--- src/rtl/spart_pkg.sv ---
// Shared definitions for the memory-mapped SPART (8N1 UART): register offsets,
// status bit positions, FSM state types and the baud-divisor clamp.
package spart_pkg;

  localparam logic [1:0] OFF_DATA = 2'd0;
  localparam logic [1:0] OFF_STAT = 2'd1;
  localparam logic [1:0] OFF_DBL  = 2'd2;
  localparam logic [1:0] OFF_DBH  = 2'd3;

  localparam int ST_TX_READY = 0;
  localparam int ST_RX_VALID = 1;
  localparam int ST_OVERRUN  = 2;
  localparam int ST_FRM_ERR  = 3;

  localparam logic [15:0] DB_MIN = 16'd16;

  typedef enum logic {
    TX_IDLE,
    TX_XMIT
  } tx_state_t;

  typedef enum logic [1:0] {
    RX_IDLE,
    RX_START,
    RX_DATA,
    RX_STOP
  } rx_state_t;

  // Divisors below DB_MIN are too short to sample mid-bit reliably.
  function automatic logic [15:0] eff_div(input logic [15:0] db);
    return (db < DB_MIN) ? DB_MIN : db;
  endfunction

endpackage

--- src/rtl/spart_rx.sv ---
// SPART receiver: RX synchronizer, start/data/stop FSM and bit timer.
// rx_done/rx_ferr pulse on the stop-sample edge; rx_byte holds the shifted data.
module spart_rx
  import spart_pkg::*;
(
  input  logic        clk,
  input  logic        rst_n,
  input  logic [15:0] div,
  input  logic        RX,
  output logic [7:0]  rx_byte,
  output logic        rx_done,
  output logic        rx_ferr
);

  rx_state_t   state_r, state_s;
  logic        sync1_r, sync2_r, prev_r;
  logic [15:0] cnt_r, cnt_s;
  logic [2:0]  idx_r, idx_s;
  logic [7:0]  shift_r, shift_s;
  logic        done_s, ferr_s, tick_s;

  assign tick_s  = (cnt_r == 16'd0);
  assign rx_byte = shift_r;
  assign rx_done = done_s;
  assign rx_ferr = ferr_s;

  // Next-state, bit timer and shifter for the receive FSM.
  always_comb begin
    state_s = state_r;
    cnt_s   = cnt_r;
    idx_s   = idx_r;
    shift_s = shift_r;
    done_s  = 1'b0;
    ferr_s  = 1'b0;
    case (state_r)
      RX_IDLE: begin
        if (prev_r && !sync2_r) begin
          state_s = RX_START;
          cnt_s   = (div >> 1) - 16'd1;
        end else begin
          state_s = RX_IDLE;
        end
      end
      RX_START: begin
        if (tick_s) begin
          if (sync2_r) begin
            state_s = RX_IDLE;
          end else begin
            state_s = RX_DATA;
            cnt_s   = div - 16'd1;
            idx_s   = 3'd0;
          end
        end else begin
          cnt_s = cnt_r - 16'd1;
        end
      end
      RX_DATA: begin
        if (tick_s) begin
          shift_s = {sync2_r, shift_r[7:1]};
          cnt_s   = div - 16'd1;
          if (idx_r == 3'd7) begin
            state_s = RX_STOP;
          end else begin
            idx_s = idx_r + 3'd1;
          end
        end else begin
          cnt_s = cnt_r - 16'd1;
        end
      end
      RX_STOP: begin
        if (tick_s) begin
          state_s = RX_IDLE;
          if (sync2_r) begin
            done_s = 1'b1;
          end else begin
            ferr_s = 1'b1;
          end
        end else begin
          cnt_s = cnt_r - 16'd1;
        end
      end
      default: state_s = RX_IDLE;
    endcase
  end

  // Synchronizer, edge history and FSM registers (falling-edge domain).
  always_ff @(negedge clk or negedge rst_n) begin
    if (!rst_n) begin
      sync1_r <= 1'b1;
      sync2_r <= 1'b1;
      prev_r  <= 1'b1;
      state_r <= RX_IDLE;
      cnt_r   <= 16'd0;
      idx_r   <= 3'd0;
      shift_r <= 8'h00;
    end else begin
      sync1_r <= RX;
      sync2_r <= sync1_r;
      prev_r  <= sync2_r;
      state_r <= state_s;
      cnt_r   <= cnt_s;
      idx_r   <= idx_s;
      shift_r <= shift_s;
    end
  end

endmodule

--- src/rtl/spart_mm.sv ---
// Memory-mapped SPART: bus decode of BASE..BASE+3, baud divisor, transmitter
// FSM and RX status flags. All state changes on the falling edge of clk.
module spart_mm
  import spart_pkg::*;
#(
  parameter logic [15:0] BASE   = 16'hC004,
  parameter logic [15:0] DB_RST = 16'd5208
) (
  input  logic        clk,
  input  logic        rst_n,
  input  logic [15:0] addr,
  input  logic [15:0] wdata,
  input  logic        we,
  input  logic        re,
  output logic [15:0] rdata,
  input  logic        RX,
  output logic        TX
);

  logic [15:0] off_s, div_s;
  logic [1:0]  reg_s;
  logic        hit_s, we_s, re_s, rd_data_s, rd_stat_s, tx_ready_s;
  logic [7:0]  rx_byte_s;
  logic        rx_done_s, rx_ferr_s, unused_s;

  tx_state_t   tx_state_r, tx_state_s;
  logic [15:0] db_r, db_s, tx_cnt_r, tx_cnt_s, rdata_r, rdata_s, stat_s;
  logic [8:0]  tx_shift_r, tx_shift_s;
  logic [3:0]  tx_bits_r, tx_bits_s;
  logic [7:0]  rx_data_r, rx_data_s;
  logic        tx_line_r, tx_line_s;
  logic        rx_valid_r, rx_valid_s, overrun_r, overrun_s, frm_err_r, frm_err_s;

  assign off_s      = addr - BASE;
  assign hit_s      = (|addr[15:13]) && (off_s < 16'd4);
  assign reg_s      = off_s[1:0];
  assign we_s       = we && hit_s;
  assign re_s       = re && hit_s;
  assign rd_data_s  = re_s && (reg_s == OFF_DATA);
  assign rd_stat_s  = re_s && (reg_s == OFF_STAT);
  assign div_s      = eff_div(db_r);
  assign tx_ready_s = (tx_state_r == TX_IDLE);
  assign unused_s   = ^wdata[15:8];
  assign TX         = tx_line_r;
  assign rdata      = rdata_r;

  spart_rx u_rx (
    .clk     (clk),
    .rst_n   (rst_n),
    .div     (div_s),
    .RX      (RX),
    .rx_byte (rx_byte_s),
    .rx_done (rx_done_s),
    .rx_ferr (rx_ferr_s)
  );

  // Register writes, transmit FSM, status flag updates and read mux.
  always_comb begin
    db_s       = db_r;
    tx_state_s = tx_state_r;
    tx_shift_s = tx_shift_r;
    tx_bits_s  = tx_bits_r;
    tx_cnt_s   = tx_cnt_r;
    tx_line_s  = tx_line_r;
    rx_data_s  = rx_data_r;
    rx_valid_s = rx_valid_r;
    overrun_s  = overrun_r;
    frm_err_s  = frm_err_r;
    rdata_s    = 16'h0000;
    stat_s     = 16'h0000;

    if (we_s && (reg_s == OFF_DBL)) begin
      db_s[7:0] = wdata[7:0];
    end else if (we_s && (reg_s == OFF_DBH)) begin
      db_s[15:8] = wdata[7:0];
    end else begin
      db_s = db_r;
    end

    // Shifter holds {stop, data}; the start bit goes straight to the line.
    case (tx_state_r)
      TX_IDLE: begin
        if (we_s && (reg_s == OFF_DATA)) begin
          tx_state_s = TX_XMIT;
          tx_line_s  = 1'b0;
          tx_shift_s = {1'b1, wdata[7:0]};
          tx_bits_s  = 4'd9;
          tx_cnt_s   = div_s - 16'd1;
        end else begin
          tx_line_s = 1'b1;
        end
      end
      TX_XMIT: begin
        if (tx_cnt_r == 16'd0) begin
          if (tx_bits_r == 4'd0) begin
            tx_state_s = TX_IDLE;
            tx_line_s  = 1'b1;
          end else begin
            tx_line_s  = tx_shift_r[0];
            tx_shift_s = {1'b1, tx_shift_r[8:1]};
            tx_bits_s  = tx_bits_r - 4'd1;
            tx_cnt_s   = div_s - 16'd1;
          end
        end else begin
          tx_cnt_s = tx_cnt_r - 16'd1;
        end
      end
      default: begin
        tx_state_s = TX_IDLE;
        tx_line_s  = 1'b1;
      end
    endcase

    // A data read on the completion edge frees the holding register for the new byte.
    if (rx_done_s) begin
      if (rx_valid_r && !rd_data_s) begin
        overrun_s = 1'b1;
      end else begin
        rx_data_s  = rx_byte_s;
        rx_valid_s = 1'b1;
      end
    end else if (rd_data_s) begin
      rx_valid_s = 1'b0;
    end else begin
      rx_valid_s = rx_valid_r;
    end

    if (rx_done_s && rx_valid_r && !rd_data_s) begin
      overrun_s = 1'b1;
    end else if (rd_stat_s) begin
      overrun_s = 1'b0;
    end else begin
      overrun_s = overrun_r;
    end

    if (rx_ferr_s) begin
      frm_err_s = 1'b1;
    end else if (rd_stat_s) begin
      frm_err_s = 1'b0;
    end else begin
      frm_err_s = frm_err_r;
    end

    stat_s[ST_TX_READY] = tx_ready_s;
    stat_s[ST_RX_VALID] = rx_valid_r;
    stat_s[ST_OVERRUN]  = overrun_r;
    stat_s[ST_FRM_ERR]  = frm_err_r;

    if (re_s) begin
      case (reg_s)
        OFF_DATA: rdata_s = {8'h00, rx_data_r};
        OFF_STAT: rdata_s = stat_s;
        OFF_DBL:  rdata_s = {8'h00, db_r[7:0]};
        OFF_DBH:  rdata_s = {8'h00, db_r[15:8]};
        default:  rdata_s = 16'h0000;
      endcase
    end else begin
      rdata_s = 16'h0000;
    end
  end

  // State registers; reset forces the line idle immediately.
  always_ff @(negedge clk or negedge rst_n) begin
    if (!rst_n) begin
      db_r       <= DB_RST;
      tx_state_r <= TX_IDLE;
      tx_shift_r <= 9'h1FF;
      tx_bits_r  <= 4'd0;
      tx_cnt_r   <= 16'd0;
      tx_line_r  <= 1'b1;
      rx_data_r  <= 8'h00;
      rx_valid_r <= 1'b0;
      overrun_r  <= 1'b0;
      frm_err_r  <= 1'b0;
      rdata_r    <= 16'h0000;
    end else begin
      db_r       <= db_s;
      tx_state_r <= tx_state_s;
      tx_shift_r <= tx_shift_s;
      tx_bits_r  <= tx_bits_s;
      tx_cnt_r   <= tx_cnt_s;
      tx_line_r  <= tx_line_s;
      rx_data_r  <= rx_data_s;
      rx_valid_r <= rx_valid_s;
      overrun_r  <= overrun_s;
      frm_err_r  <= frm_err_s;
      rdata_r    <= rdata_s;
    end
  end

endmodule

--- config.mk ---
export PLATFORM = sky130hd
export DESIGN_NAME = spart_mm
export DESIGN_NICKNAME = d
export VERILOG_FILES = /design/src/rtl/spart_pkg.sv /design/src/rtl/spart_rx.sv /design/src/rtl/spart_mm.sv
export SDC_FILE = /design/constraint.sdc
export NUM_CORES = 1
export LEC_CHECK = 0
export BUFFER_PORTS_ARGS = -buffer_cell sky130_fd_sc_hd__buf_2
export CAP_MARGIN = 5
export CORE_ASPECT_RATIO = 0.9
export CORE_MARGIN = 2
export CORE_UTILIZATION = 35
export DETAILED_ROUTE_END_ITERATION = 10
export GPL_TIMING_DRIVEN = 0
export PLACE_DENSITY_LB_ADDON = 0.15
export SLEW_MARGIN = 20
export SYNTH_ARGS = -nofsm -noshare
export SYNTH_HDL_FRONTEND = slang
export SYNTH_HIERARCHICAL = 1
export SYNTH_SLANG_ARGS = --single-unit
--- constraint.sdc ---
create_clock -name clk -period 3.9 [get_ports clk]
set_input_delay 0.975 -clock clk [delete_from_list [all_inputs] [get_ports clk]]
set_output_delay 0.975 -clock clk [all_outputs]
set_load 0.02 [all_outputs]
==> results.json, run 1 <==
{
  "antenna_cells": 0,
  "worst_ep_required_time_ns": 2.16,
  "drv_cap": 0,
  "row_count": 47,
  "final_core_util_pct": 43.4,
  "ys_ff_latch": 97,
  "clkLatencyLatePin_ns": 0.41,
  "max-clock-path-buffers": 2,
  "critPathCaptureType": "flop",
  "first_pass_iters": 5,
  "ys_seq_area_share_pct": 37.5,
  "critPathLaunchType": "primary input",
  "portBuffers": 36,
  "synth_cells": 701,
  "setup_viol_count_final": 53,
  "dpl_cell_area_mm2": 0.00722,
  "wl_mm": 18.4,
  "worstPathMaxFanout": 8,
  "syn-cell-area_mm2": 0.00653,
  "gp_congestion": 0.916,
  "worstMarginPinSlew_ns": 0.989,
  "dp_hpwl_mm": 13.3,
  "grt_pass1_wl_mm": 29.2,
  "synth_edf_count": 0,
  "cts_tree": "built",
  "ys_types": 89,
  "grt_usage_pct": 18.5,
  "pwr_density_cell_mw_per_mm2": 403,
  "layout_setup_ws_ns": -0.241,
  "slew_violations": 0,
  "fin_setup_tns_ns": -7.55,
  "die_w_um": 148,
  "start_util_pct": 35.6,
  "avgSynthCellArea_um2": 9.31,
  "ir_worst_vdd_mv": 0.213,
  "dpl_worst_slack_ns": -0.793,
  "async_reset_ff_share_pct": 100,
  "cts_hold_buf": 0,
  "drc_errors": 0,
  "overflow": 0,
  "final_area_mm2": 0.00797,
  "min_path_type": "reg -> reg",
  "criticalPathCategory": "in -> reg",
  "arrival_ns": 2.40,
  "ioPinCount": 54,
  "num-fill-cells": 1831,
  "skew_ns": 0.0591,
  "slew_headroom_pct": 33.5,
  "antenna_found_initial": 0,
  "yosysWarnings": 6,
  "root_buffer": "clkbuf_16",
  "hold_violations": 0,
  "dieArea_mm2": 0.0198,
  "drive_above_1_share_pct": 29.6,
  "fp.dieH_um": 134,
  "rsz0062_at_grt": "yes",
  "fin_nets": 845,
  "dr.first_iter.drc_count": 427,
  "cts_num_sinks": 97,
  "num_vias": 5739,
  "vias_per_cell": 5.51,
  "htree_levels": 3,
  "syn_to_final_growth_pct": 22.2,
  "power_mw": 3.21,
  "ys.flop_type": "dfrtn_1",
  "grt_max_degree": 72,
  "cts_buffers": 9,
  "drtAntennaViolNets": 0,
  "leakage_nw": 3.45,
  "clk_transition_reported_paths_ns": 0.06,
  "grt_pass1_vias": 5553,
  "violations": "setup timing",
  "wl_per_cell_um": 17.7,
  "status": "finished, violations left",
  "fp.coreArea_mm2": 0.0183
}
==> routing by layer <==
layer | share of wire [%] | track usage [%] | vias to the layer above
met1 | 47 | 26.3 | 2816
met3 | 4.8 | 2.02 | 24
met5 | 0 | 0 | -
li1 | - | - | 2717
met4 | 1.8 | 5.50 | 0
met2 | 46 | 29.8 | 182
==> power by group <==
group          internal [mW]  switching (mW)  total, mW
logic                  0.392           0.674       1.07
clock network          0.477           0.486      0.964
registers               1.10          0.0856       1.18
==> critical path: stages <==
cell and delay, ns:
buf_6 0.09, and4bb_2 0.32, nor4b_4 0.19, nand4b_1 0.18
and2_4 0.26, inv_8 0.10, o21ai_1 0.06, a22o_1 0.22
==> per-stage QoR <==
stage	hold WS [ns]	cells
floorplan	0.345	708
global placement	0.349	989
detailed placement	0.350	990
CTS	0.358	1035
global route	0.345	1041
finish	0.358	1041
==> placed cells by master (no fill, tap or decap), types with 10 or more instances in the layout <==
cell,count
nor2_1,47
a21oi_2,15
buf_6,21
xor2_1,15
buf_2,38
clkbuf_1,20
buf_4,18
ha_1,17
a21oi_1,33
nand4_1,10
mux2i_1,13
mux2_2,36
inv_1,42
clkbuf_16,10
nand2_1,57
nor4_1,10
xnor2_1,28
o21ai_2,12
nand3_1,17
dfrtn_1,80
dfstp_2,17
o21ai_0,31
nor3_1,21
==> repair_timing <==
action	CTS	global route
cloned	1	1
pin swaps	10	11
buffers inserted	13	6
setup endpoints to repair	54	58
resized for setup	18	46
==> sequential cells by signal, summed over array words and instances (netlist names), named ones only <==
register and cells:
TX 1, db_r 16, frm_err_r 1, overrun_r 1, rdata 8, rx_data_r 8, rx_valid_r 1, tx_bits_r 4
tx_cnt_r 16, tx_shift_r 8, tx_state_r 1, u_rx/cnt_r 16, u_rx/idx_r 3, u_rx/prev_r 1, u_rx/rx_byte 8, u_rx/state_r 1
u_rx/sync1_r 1, u_rx/sync2_r 1
==> final timing paths <==
kind	slack (ns)	end	from	cells past startpoint
worst max register to register	0.36	u_rx/cnt_r[15]	db_r[14]	11
min in group asynchronous	2.32	tx_bits_r[2]	rst_n	1
max in group asynchronous	0.84	u_rx/prev_r	rst_n	2
worst min-delay path	0.36	u_rx/sync2_r	u_rx/sync1_r	0
worst max-delay path	-0.24	tx_cnt_r[8]	addr[12]	8
worst min register to register	0.36	u_rx/sync2_r	u_rx/sync1_r	0
==> cell families after synthesis <==
group / synth area share (%)
AO/OA/AOI/OAI: 16.2
buffers and inverters: 6.23
AND/OR/NAND/NOR: 21.1
XOR/XNOR: 5.77
flip-flops: 37.5
adder cells (fa/ha/maj): 3.26
multiplexers: 9.93
other: 0.0575
==> final cells by class <==
cell class,count,area [um2],share of cell area [%]
Inverter,26,105,1.32
Clock buffer,10,229,2.87
Tap cell,245,307,3.85
Timing Repair Buffer,57,463,5.81
Timing Repair inverter,1,6.26,0.0785
Sequential cell,97,2450,30.7
Buffer,49,329,4.13
Clock inverter,23,131,1.65
Multi-Input combinational cell,533,3950,49.6
==> cells in the mapped netlist (all sizes together) (2+ instances only) <==
cell type	instances	area, um2
nor2b	7	43.8
xor2	15	131
inv	28	110
a31o	3	26.3
nand3b	4	30.0
nor3b	8	65.1
mux4	4	90.1
or4	7	61.3
nand2	58	220
nor2	56	228
mux2	38	428
a221oi	2	17.5
or3	9	61.3
a31oi	3	18.8
o22a	4	35.0
o221ai	4	35.0
dfstp	17	447
xnor2	28	245
o2bb2ai	3	26.3
and2	5	31.3
buf	29	209
nor3	25	146
nand2b	3	18.8
nand4b	3	26.3
dfrtn	80	2000
nor4b	4	47.6
o211ai	3	22.5
and3	4	25.0
nand3	20	110
o31ai	10	93.8
a22oi	6	45.0
ha	17	213
a21oi	48	244
clkbuf	20	76.3
nand4	12	87.6
a22o	7	63.8
mux2i	13	130
nor4	14	115
o21ai	52	272
o22ai	8	50.1
No activity file was read; power rests on OpenSTA's default activity.
==> run 2, diff against run 1 <==
- CAP_MARGIN: 5 -> 15
- RECOVER_POWER: not set -> 50
==> results.json, run 2 (synthesis gave the netlist of run 1 again) <==
{
  "dr.first_iter.drc_count": 402,
  "setup_viol_count_final": 53,
  "fin_nets": 845,
  "num-fill-cells": 1835,
  "clockPowerShare_pct": 30.2,
  "power_mw": 3.19,
  "fin_setup_tns_ns": -7.56,
  "slew_headroom_pct": 31.7,
  "pwr_density_cell_mw_per_mm2": 402,
  "ir_worst_vdd_mv": 0.211,
  "dp_hpwl_mm": 13.3,
  "worstPathMaxFanout": 8,
  "min_path_type": "reg -> reg",
  "row_count": 47,
  "cts_buffers": 9,
  "internal-power_mw": 1.95,
  "grt_max_degree": 72,
  "worstMarginPinSlew_ns": 1.02,
  "netSwitchingFraction_pct": 38.7,
  "fp.coreArea_mm2": 0.0183,
  "drv_cap": 0,
  "hold_violations": 0,
  "cts_tree": "built",
  "layout_setup_ws_ns": -0.240,
  "grt_usage_pct": 18.5,
  "num_vias": 5749,
  "fp.dieH_um": 134,
  "wl_per_cell_um": 17.6,
  "syn_to_final_growth_pct": 21.3,
  "portBuffers": 36,
  "grt_pass1_vias": 5553,
  "vias_per_cell": 5.52,
  "p_comb_share_pct": 32.7,
  "ioPinCount": 54,
  "critPathLaunchType": "primary input",
  "p_switching_mw": 1.23,
  "drive_above_1_share_pct": 28.9,
  "final_common_cell": "dfrtn_1",
  "overflow": 0,
  "max-clock-path-buffers": 2,
  "antenna_found_initial": 0,
  "leakage_nw": 3.43,
  "htree_levels": 3,
  "antenna_cells": 0,
  "root_buffer": "clkbuf_16",
  "cts_num_sinks": 97,
  "critPathCaptureType": "flop",
  "start_util_pct": 35.6,
  "wl_mm": 18.4,
  "worst_ep_required_time_ns": 2.15,
  "violations": "setup timing",
  "clkLatencyLatePin_ns": 0.41,
  "die_w_um": 148,
  "dieArea_mm2": 0.0198,
  "drtAntennaViolNets": 0,
  "first_pass_iters": 5,
  "grt_pass1_wl_mm": 29.2,
  "whs_ns": 0.362,
  "status": "finished, violations left",
  "skew_ns": 0.0596,
  "arrival_ns": 2.40,
  "seqPwrFrac_pct": 37.1,
  "slew_violations": 0,
  "gp_congestion": 0.916,
  "criticalPathCategory": "in -> reg",
  "rsz0062_at_grt": "yes",
  "drc_errors": 0,
  "reg_top3": "db_r: 16 flops, tx_cnt_r: 16 flops, u_rx/cnt_r: 16 flops",
  "final_cell_mix": "80 x dfrtn_1, 57 x nand2_1, 47 x nor2_1, 42 x inv_1, 38 x buf_2",
  "clk_transition_reported_paths_ns": 0.05
}
[run 2: area by class of cell]
cell class	instances	area [um2]	share of cell area, %
inverter	26	105	1.33
clock inverter	23	131	1.66
multi-input combinational	533	3920	49.6
timing repair inverter	1	6.26	0.0790
tap	245	307	3.87
sequential	97	2450	30.9
buffer	49	325	4.11
clock buffer	10	229	2.89
timing repair buffer	57	440	5.56
[run 2: power by group through the flow]
stage               clock (mW)  sequential, mW  combinational (mW)
CTS                      0.994            1.18                1.04
floorplan               0.0300            1.18               0.757
finish                   0.961            1.18                1.04
detailed placement      0.0300            1.20                1.02
global placement        0.0300            1.19                1.02
global route              1.04            1.19                1.14
[run 2: metal layers]
metal / global-route usage [%] / vias to the layer above / share of wire (%) / wire length, um
met3: 2.02 / 26 / 5.0 / 923
met2: 29.8 / 182 / 46 / 8520
li1: - / 2722 / - / -
met1: 26.3 / 2819 / 47 / 8560
met5: 0 / - / 0 / 0
met4: 5.50 / 0 / 1.9 / 354
[run 2: path summary, 6_finish.rpt]
path	from	end	slack, ns	depth (start not counted)
worst max register to register	db_r[14]	u_rx/cnt_r[15]	0.11	11
min in group asynchronous	rst_n	tx_bits_r[2]	2.51	1
max in group asynchronous	rst_n	u_rx/prev_r	0.26	2
worst min-delay path	u_rx/sync2_r	u_rx/prev_r	0.36	0
worst max-delay path	addr[12]	tx_cnt_r[8]	-0.24	8
worst min register to register	u_rx/sync2_r	u_rx/prev_r	0.36	0
[run 2: metrics by stage]
step	cells	setup slack (ns)	utilization, %	area, um2
floorplan	708	-0.453	-	6700
global placement	989	-1.01	39.2	7190
detailed placement	990	-0.793	39.4	7220
CTS	1035	-0.276	42.3	7750
global route	1041	-0.296	43.1	7920
finish	1041	-0.240	43.1	7920
[run 2: worst max-delay path, stage by stage]
cell and delay, ns:
buf_6 0.09, and4bb_2 0.32, nor4b_4 0.19, nand4b_1 0.18, and2_4 0.25, inv_8 0.10
o21ai_1 0.06, a22o_1 0.22
[run 2: repair_timing]
action	4_1_cts	5_1_grt
gates cloned	1	1
gates resized for setup	18	46
pin swaps	10	11
endpoints found under the setup margin	54	58
hold buffers	0	0
hold endpoints to repair	0	0
buffers inserted	13	6
